==> src/rtl/kf_pkg.sv <==
// Shared constants and FSM encoding for the Kalman filter channel scheduler,
// its context store and the filter core.
package kf_pkg;

    localparam int FRAC       = 12;
    localparam int X_ADDR_DEF = 16;
    localparam int Z_ADDR_DEF = 0;

    typedef enum logic [2:0] {
        ST_IDLE,
        ST_LOAD_X,
        ST_LOAD_Z,
        ST_START,
        ST_WAIT_BUSY,
        ST_RUN,
        ST_EMIT
    } kf_state_e;

endpackage

==> src/rtl/kf_ctx_store.sv <==
// Per-channel estimate context: NCH x W registers, one write port,
// asynchronous read, and a bulk clear back to INIT_X.
module kf_ctx_store #(
    parameter int          W      = 24,
    parameter int          NCH    = 4,
    parameter logic [W-1:0] INIT_X = '0,
    localparam int         CHW    = $clog2(NCH)
) (
    input  logic           clk,
    input  logic           rst,
    input  logic           clr_i,
    input  logic           we_i,
    input  logic [CHW-1:0] waddr_i,
    input  logic [W-1:0]   wdata_i,
    input  logic [CHW-1:0] raddr_i,
    output logic [W-1:0]   rdata_o
);

    logic [W-1:0] ctx_q [NCH];

    always_ff @(posedge clk) begin
        if (rst || clr_i) begin
            for (int i = 0; i < NCH; i++) begin
                ctx_q[i] <= INIT_X;
            end
        end else if (we_i) begin
            ctx_q[waddr_i] <= wdata_i;
        end
    end

    assign rdata_o = ctx_q[raddr_i];

endmodule

==> src/rtl/kf_chan_sched.sv <==
// Time-multiplexes one Kalman filter core across NCH scalar channels: restores
// the channel estimate, loads the measurement, runs the core under a watchdog.
module kf_chan_sched
    import kf_pkg::*;
#(
    parameter int               W       = 24,
    parameter int               ADDRW   = 5,
    parameter int               NCH     = 4,
    parameter logic [ADDRW-1:0] X_ADDR  = ADDRW'(X_ADDR_DEF),
    parameter logic [ADDRW-1:0] Z_ADDR  = ADDRW'(Z_ADDR_DEF),
    parameter logic [W-1:0]     INIT_X  = '0,
    parameter int               TMO_CYC = 1023,
    localparam int              CHW     = $clog2(NCH),
    localparam int              WDW     = $clog2(TMO_CYC + 1)
) (
    input  logic             clk,
    input  logic             rst,
    input  logic             ctx_clr,
    input  logic             in_valid,
    output logic             in_ready,
    input  logic [CHW-1:0]   in_ch,
    input  logic [W-1:0]     in_data,
    output logic             out_valid,
    input  logic             out_ready,
    output logic [CHW-1:0]   out_ch,
    output logic [W-1:0]     out_data,
    output logic             out_err,
    output logic             busy,
    output logic             kf_start,
    output logic             kf_write,
    output logic [ADDRW-1:0] kf_dir,
    output logic [W-1:0]     kf_data_in,
    input  logic             kf_ready,
    input  logic [W-1:0]     kf_data_out
);

    // Both streams transfer on a rising edge where valid and ready are both
    // high; a raised out_valid holds its payload unchanged until out_ready.

    kf_state_e        state_q, state_d;
    logic [CHW-1:0]   ch_q, ch_d;
    logic [W-1:0]     z_q, z_d;
    logic [WDW-1:0]   wdog_q, wdog_d;
    logic             out_valid_q, out_valid_d;
    logic [CHW-1:0]   out_ch_q, out_ch_d;
    logic [W-1:0]     out_data_q, out_data_d;
    logic             out_err_q, out_err_d;
    logic             kf_start_q, kf_start_d;
    logic             kf_write_q, kf_write_d;
    logic [ADDRW-1:0] kf_dir_q, kf_dir_d;
    logic [W-1:0]     kf_data_in_q, kf_data_in_d;

    logic             accept;
    logic             wdog_hit;
    logic             ctx_we;
    logic             ctx_clr_en;
    logic [W-1:0]     ctx_rdata;
    logic [CHW-1:0]   ch_map;

    // Out-of-range tags fold onto a real channel instead of being rejected.
    assign ch_map   = CHW'(int'(in_ch) % NCH);
    assign in_ready = !rst && (state_q == ST_IDLE) && !ctx_clr && kf_ready;
    assign accept   = in_valid && in_ready;
    assign wdog_hit = (wdog_q == WDW'(TMO_CYC - 1));
    assign ctx_clr_en = ctx_clr && (state_q == ST_IDLE);
    assign busy     = (state_q != ST_IDLE);

    kf_ctx_store #(
        .W      (W),
        .NCH    (NCH),
        .INIT_X (INIT_X)
    ) u_ctx (
        .clk     (clk),
        .rst     (rst),
        .clr_i   (ctx_clr_en),
        .we_i    (ctx_we),
        .waddr_i (ch_q),
        .wdata_i (kf_data_out),
        .raddr_i (ch_d),
        .rdata_o (ctx_rdata)
    );

    always_comb begin
        state_d     = state_q;
        ch_d        = ch_q;
        z_d         = z_q;
        wdog_d      = wdog_q;
        out_valid_d = out_valid_q;
        out_ch_d    = out_ch_q;
        out_data_d  = out_data_q;
        out_err_d   = out_err_q;
        ctx_we      = 1'b0;

        case (state_q)
            ST_IDLE: begin
                if (accept) begin
                    ch_d    = ch_map;
                    z_d     = in_data;
                    state_d = ST_LOAD_X;
                end
            end
            ST_LOAD_X: state_d = ST_LOAD_Z;
            ST_LOAD_Z: state_d = ST_START;
            ST_START: begin
                wdog_d  = '0;
                state_d = ST_WAIT_BUSY;
            end
            ST_WAIT_BUSY: begin
                wdog_d = wdog_q + WDW'(1);
                if (!kf_ready) begin
                    state_d = ST_RUN;
                end else if (wdog_hit) begin
                    out_valid_d = 1'b1;
                    out_ch_d    = ch_q;
                    out_data_d  = ctx_rdata;
                    out_err_d   = 1'b1;
                    state_d     = ST_EMIT;
                end
            end
            ST_RUN: begin
                wdog_d = wdog_q + WDW'(1);
                // A completing core wins over an expiring watchdog.
                if (kf_ready) begin
                    out_valid_d = 1'b1;
                    out_ch_d    = ch_q;
                    out_data_d  = kf_data_out;
                    out_err_d   = 1'b0;
                    ctx_we      = 1'b1;
                    state_d     = ST_EMIT;
                end else if (wdog_hit) begin
                    out_valid_d = 1'b1;
                    out_ch_d    = ch_q;
                    out_data_d  = ctx_rdata;
                    out_err_d   = 1'b1;
                    state_d     = ST_EMIT;
                end
            end
            ST_EMIT: begin
                if (out_ready) begin
                    out_valid_d = 1'b0;
                    state_d     = ST_IDLE;
                end
            end
            default: state_d = ST_IDLE;
        endcase

        // Core strobes are registered from the next state so they line up
        // with the cycle that state occupies.
        kf_write_d   = (state_d == ST_LOAD_X) || (state_d == ST_LOAD_Z);
        kf_start_d   = (state_d == ST_START);
        kf_dir_d     = '0;
        kf_data_in_d = '0;
        if (state_d == ST_LOAD_X) begin
            kf_dir_d     = X_ADDR;
            kf_data_in_d = ctx_rdata;
        end else if (state_d == ST_LOAD_Z) begin
            kf_dir_d     = Z_ADDR;
            kf_data_in_d = z_d;
        end
    end

    always_ff @(posedge clk) begin
        if (rst) begin
            state_q      <= ST_IDLE;
            ch_q         <= '0;
            z_q          <= '0;
            wdog_q       <= '0;
            out_valid_q  <= 1'b0;
            out_ch_q     <= '0;
            out_data_q   <= '0;
            out_err_q    <= 1'b0;
            kf_start_q   <= 1'b0;
            kf_write_q   <= 1'b0;
            kf_dir_q     <= '0;
            kf_data_in_q <= '0;
        end else begin
            state_q      <= state_d;
            ch_q         <= ch_d;
            z_q          <= z_d;
            wdog_q       <= wdog_d;
            out_valid_q  <= out_valid_d;
            out_ch_q     <= out_ch_d;
            out_data_q   <= out_data_d;
            out_err_q    <= out_err_d;
            kf_start_q   <= kf_start_d;
            kf_write_q   <= kf_write_d;
            kf_dir_q     <= kf_dir_d;
            kf_data_in_q <= kf_data_in_d;
        end
    end

    assign out_valid  = out_valid_q;
    assign out_ch     = out_ch_q;
    assign out_data   = out_data_q;
    assign out_err    = out_err_q;
    assign kf_start   = kf_start_q;
    assign kf_write   = kf_write_q;
    assign kf_dir     = kf_dir_q;
    assign kf_data_in = kf_data_in_q;

endmodule

==> config.mk <==
export PLATFORM = sky130hd
export DESIGN_NAME = kf_chan_sched
export DESIGN_NICKNAME = d
export VERILOG_FILES = /design/src/rtl/kf_pkg.sv /design/src/rtl/kf_ctx_store.sv /design/src/rtl/kf_chan_sched.sv
export SDC_FILE = /design/constraint.sdc
export NUM_CORES = 1
export LEC_CHECK = 0
export BUFFER_PORTS_ARGS = -buffer_cell sky130_fd_sc_hd__buf_2
export CAP_MARGIN = 20
export CORE_MARGIN = 2
export CORE_UTILIZATION = 58
export CTS_BUF_LIST = sky130_fd_sc_hd__clkbuf_4 sky130_fd_sc_hd__clkbuf_8 sky130_fd_sc_hd__clkbuf_16
export DETAILED_ROUTE_END_ITERATION = 6
export PLACE_DENSITY = 0.89
export RECOVER_POWER = 100
export SETUP_SLACK_MARGIN = 0.1
export SLEW_MARGIN = 30
export SYNTH_ARGS = -nofsm -noshare
export SYNTH_HDL_FRONTEND = slang
export SYNTH_SLANG_ARGS = --single-unit
==> constraint.sdc <==
create_clock -name clk -period 4.2 [get_ports clk]
set_input_delay 0.84 -clock clk [delete_from_list [all_inputs] [get_ports clk]]
set_output_delay 0.84 -clock clk [all_outputs]
set_load 0.005 [all_outputs]
# Yosys cells after proc, flatten, opt, wreduce, memory -nomap -nowiden
# Memories as Yosys holds them, arrays and structs flattened.
# Index checks and enable logic that the tools add are counted.
[totals]
ff_bits = 98
ram_bits = 96
inputBits = 56
out_inout_bits = 61
word_cells = 85
mem_count = 1
[memory_table]
columns = ["name", "depth", "width", "read_ports", "rd_ports_with_merged_regs", "write_ports", "line", "source"]
rows = [
  ["u_ctx.ctx_q", 4, 24, 1, 0, 4, "kf_ctx_store.sv:19", "logic [W-1:0] ctx_q [NCH];"],
]
[op_classes]
addsub = 1
eq_ne = 12
mux = 41
reduce_logical = 18
[ops]
columns = ["op", "n"]
rows = [
  ["$mux 24", 8],
  ["$pmux 24 s2", 1],
  ["$reduce_or 24->1", 1],
  ["$pmux 3 s7", 1],
  ["$pmux 10 s2", 1],
  ["$mux 1", 15],
  ["$mux 3", 5],
  ["$eq 3x2->1 const B", 4],
  ["$mux 2", 6],
  ["$add 10x1->10 const B", 1],
  ["$eq 10x10->1 const B", 1],
  ["$eq 3x3->1 const B", 3],
  ["$eq 3x1->1 const B", 2],
  ["$reduce_bool 3->1", 2],
  ["$logic_and 1x1->1", 5],
  ["$mux 5", 1],
  ["$ne 2x2->1 const B", 2],
  ["$pmux 2 s2", 1],
  ["$reduce_bool 2->1", 2],
  ["$logic_not 3->1", 1],
  ["$pmux 1 s3", 1],
  ["$reduce_and 3->1", 1],
  ["$logic_not 1->1", 2],
  ["$logic_or 1x1->1", 2],
  ["other kinds (3)", 3],
]

# Depth between registers and ports, before layout
# An unclocked memory read counts as a cell.
[depth]
ltp_word = 11
ltp_mapped = 10
depth_no_buf = 8

# Modules after synthesis
# A second synthesis with hierarchy kept.
[unflattened]
cells_unflattened = 740
hier_area_um2 = 8001.4
[modules_own_cells]
columns = ["module", "n_inst", "cells_each", "area_per_inst_um2", "seq_area_each_um2"]
rows = [
  ["kf_ctx_store", 1, 276, 4131.5, 2882.8],
  ["kf_chan_sched", 1, 464, 3870.0, 1881.8],
]

# Worst setup path before layout
# OpenSTA, ideal clock, no wires.
[synth_path]
path_type = "input -> register"
startpoint = "input kf_ready"
endpoint = "memory u_ctx.ctx_q[1][0], enable pin"
setup_time_ns = 0.438
arrival_time_ns = 2.945
required_time_ns = 3.762
path_slack_ns = 0.817
cell_stages = 3
n_path_buf = 1
cell_sequence = "clkbuf_1 nand3_1 o21ai_0"
[synth_lines]
columns = ["element", "line", "source"]
rows = [
  ["start, declared", "kf_chan_sched.sv:33", "input logic kf_ready,"],
  ["end, declared", "kf_ctx_store.sv:19", ""],
]

# Worst setup path after layout
[layout_path]
startpoint = "input rst"
endpoint = "register out_data_q[11] (netlist: out_data[11])"
[layout_via]
elab_chain_len = 11
elab_cells_between_ends = 12
classes_between = "mux (6); reduce/logical (5); memory (1)"
[layout_lines]
columns = ["element", "line", "source"]
rows = [
  ["start, declared", "kf_chan_sched.sv:17", "input logic rst,"],
  ["$logic_not 1->1", "kf_chan_sched.sv:62", "assign in_ready = !rst && (state_q == ST_IDLE) && !ctx_clr && kf_ready;"],
  ["$logic_and 1x1->1 (3 in series)", "kf_chan_sched.sv:62", ""],
  ["$logic_and 1x1->1", "kf_chan_sched.sv:63", "assign accept = in_valid && in_ready;"],
  ["$mux 2", "kf_chan_sched.sv:96", "if (accept) begin"],
  ["$mux 2", "kf_chan_sched.sv:94", "case (state_q)"],
  ["$mem_v2 4x24", "-", ""],
  ["$mux 24", "kf_chan_sched.sv:112, kf_chan_sched.sv:130", ""],
  ["$mux 24, on equally long branches", "kf_chan_sched.sv:123, kf_chan_sched.sv:110", ""],
  ["$pmux 24 s2", "kf_chan_sched.sv:94", ""],
  ["end signal, assigned", "kf_chan_sched.sv:183", "out_data_q <= out_data_d;"],
  ["end, declared", "kf_chan_sched.sv:46", "logic [W-1:0] out_data_q, out_data_d;"],
]
# Several ways; a longest one is shown, not always the timed one. The select of a mux whose other input is x is not followed.
# A chain may end at the register's enable or synchronous reset.

==> reports/summary.txt <==
Status -> finished, violations left
Failing checks -> capacitance limit, slew limit
Max Cap Viol -> 2
Setup tns final -> 0 ns
Worst EP required -> 4.51 ns
Post-DP HPWL -> 16.46 mm
Cells after Synth -> 932
CP cell instances -> clkbuf_1 -> nor4bb_4 -> clkbuf_1 -> nand3_1 -> clkbuf_2 -> and3_1 -> o21ba_2 -> o31ai_1 -> a21oi_1
Per-cell routed wire length -> 20.45 µm
Total global routing overflow -> 0
Critical path launch point type -> primary input
Worst path most repeated cell -> clkbuf_1
Predominant post-synthesis flop cell -> edfxtp_1
Largest stage delay, worst path -> 0.57 ns
DIE AREA -> 0.01682 mm²
Final hold viol count -> 0
Leakage -> 4.060 nW
First-pass DRT Iterations -> 5
Worst-margin pin slew -> 1.549 ns
Worst-Skew Late Latency -> 0.45 ns
Ys async rst share -> 0
HP Class -> reg2reg
Placed Area -> 0.009917 mm²
CP Class -> in2reg
Layout Nets -> 1071
Largest area contributor in the netlist -> edfxtp_1
Gr usage total -> 0.3043
Worst VDD drop -> 0.0003158 V
Pwr Density -> 385.0 mW/mm²
Die X -> 129.7 µm
Slew Limit Fails -> 50
Layout Skew -> 0.009865 ns
Post-CTS Hold Fix Bufs -> 0
Worst slack after detailed placement -> 0.9314 ns
Crit-path max FO -> 43
Delay-heaviest family, CP -> simple AND/OR/NAND/NOR gates
Number of synthesized flops with an enable pin -> 96
Syn Area/Cell -> 9.832 µm²
Cell area after layout -> 0.01045 mm²
Worst Path Buf+Inv -> 3
Yosys top cell area share -> 0.3146
Detailed Route WL -> 25.30 mm
Deepest clock path buffer count -> 2
Vias in the first global route -> 7355
Period utilisation layout -> 0.8292
IO Port Bufs -> 112
Row count -> 45
Global placement routability congestion -> 0.8562
H-tree depth -> 4
Die Ht -> 129.7 µm
Vias per cell -> 6.396
Synthesis Warnings -> 0
Critical Path Slowest Stage Cell -> nor4bb_4
Layout cells sized above 1 -> 0.1569
Min Tclk post-route -> 3.482 ns
Post-CTS setup buffer count -> 0
Total CTS buffers -> 17
Synth cell types -> 53
Antenna diodes -> 0
Worst-path clk slew -> 0.07 ns
Boundary Pins -> 117
1st-iter DRT viols -> 1064
Final ANT Viol Nets -> 0
Fillers -> 1124
DRC Markers -> 0
First-pass GRT wire length -> 39.07 mm
Root buffer cell -> clkbuf_16
Synthesized flop and latch total -> 190
Seq/Total Area, Yosys -> 0.5199
Cell Area, Synth -> 0.009164 mm²
Crit. End Element -> flip-flop
Area growth from synthesis to layout -> 14.04%
RSZ-0062 raised after global routing -> false
Final setup viols -> 0
Crit path DAT -> 3.80 ns
Largest cells by area after synthesis -> edfxtp_1 (31%), dfxtp_1 (21%), and2_1 (6.7%)
Max Freq -> 287.2 MHz
Starting density of the core -> 0.5984
Post-CTS Resized -> 0
Post-route setup slack -> 0.7175 ns
Core Region -> 0.01531 mm²
Clock Sinks -> 190
Pin count of the biggest net entering global routing -> 44
Via count -> 7912
Initial antenna violation count -> 0
CTS tree -> done
Worst rel slew slack -> -0.03302
==> Yosys cell counts (all sizes together) (4+ instances only) <==
master and n:
nand2b 23, or3 4, and2 98, a32oi 5, and3 36, o31ai 12, a31oi 4, o21ba 6
a311oi 13, a211oi 13, a221oi 25, a22oi 7, a21boi 7, nor2 65, mux4 11, inv 5
buf 19, a21oi 79, mux2i 22, nor3 19, clkbuf 61, o21ai 92, nand2 73, nand3 20
dfxtp 94, edfxtp 96
==> power by group <==
part	leakage, nW	total, W	switching, W	internal (W)
sequential	1.82	0.00206	0.0000438	0.00202
clock	0.320	0.00170	0.000709	0.000989
combinational	1.92	0.000264	0.000175	0.0000891
==> cell families (layout without fill, tap and decap cells) <==
kind of cell | count (synthesis) | in the layout | synth area share
adder cells (fa/ha/maj) | 2 | 2 | 0.002730
flip-flops | 190 | 190 | 0.5199
AO/OA/AOI/OAI | 269 | 269 | 0.1824
multiplexers | 36 | 36 | 0.05475
AND/OR/NAND/NOR | 349 | 349 | 0.2006
buffers and inverters | 85 | 176 | 0.03919
other | 1 | 4 | 0.0004092
==> worst register-to-register path, delay by kind of cell, from the launching register on <==
| family | cells | cell delay (ns) |
|---|---|---|
| simple gates | 2 | 0.46 |
| flops | 1 | 0.89 |
| buf+inv | 3 | 1.52 |
==> metrics by stage <==
stage | hold WS, ns | instances | utilization | power [W]
after floorplan | 0.4249 | 935 | - | 0.002241
after global placement | 0.4370 | 1205 | 0.6475 | 0.002344
after detailed placement | 0.4432 | 1205 | 0.6475 | 0.002356
after CTS | 0.4524 | 1237 | 0.6892 | 0.004017
after global routing | 0.4707 | 1237 | 0.6824 | 0.004123
final | 0.4556 | 1237 | 0.6824 | 0.004024
==> cell type report <==
class / count / area, µm² / area share
well taps: 211 / 264.0 / 0.02526
clock inverters: 9 / 91.34 / 0.008740
clock buffers: 23 / 546.8 / 0.05232
multi-input cells: 660 / 4065 / 0.3890
inverters: 5 / 18.77 / 0.001796
repair buffers: 139 / 699.4 / 0.06693
flip-flops and latches: 190 / 4765 / 0.4559
==> placed cells by master (no fill, tap or decap), drive strengths merged, types with 20 or more instances in the layout <==
master / count
buf: 102
and2: 98
edfxtp: 96
dfxtp: 94
o21ai: 92
a21oi: 79
nand2: 73
nor2: 65
clkbuf: 60
and3: 36
a221oi: 25
nand2b: 23
mux2i: 22
nand3: 20
==> routing by layer <==
layer | vias to the layer above | GRT usage | wire (µm)
met4 | 0 | 0.1328 | 978
met5 | - | 0 | 0
met2 | 578 | 0.4737 | 11580
met1 | 3697 | 0.3972 | 9386
li1 | 3547 | - | -
met3 | 90 | 0.09225 | 3349
==> final timing paths <==
check | startpoint | end | slack [ns] | cells past startpoint
worst max-delay path | rst | out_data[11]$_SDFFE_PP0P_ | 0.72 | 9
worst min-delay path | z_q[1]$_SDFF_PP0_ | kf_data_in[1]$_SDFF_PP0_ | 0.46 | 2
worst max register to register | ch_q[1]$_SDFF_PP0_ | u_ctx.ctx_q[2][21]$_SDFFCE_PN0P_ | 0.98 | 5
worst min register to register | z_q[1]$_SDFF_PP0_ | kf_data_in[1]$_SDFF_PP0_ | 0.46 | 2
==> sequential cells by signal, indices dropped and copies added, names as in the netlist, 2 cells and up <==
| name | flops |
|---|---|
| z_q | 24 |
| out_data | 24 |
| state_q | 3 |
| u_ctx.ctx_q | 96 |
| out_ch | 2 |
| ch_q | 2 |
| kf_data_in | 24 |
| wdog_q | 10 |
No activity file was read; power rests on OpenSTA's default activity.
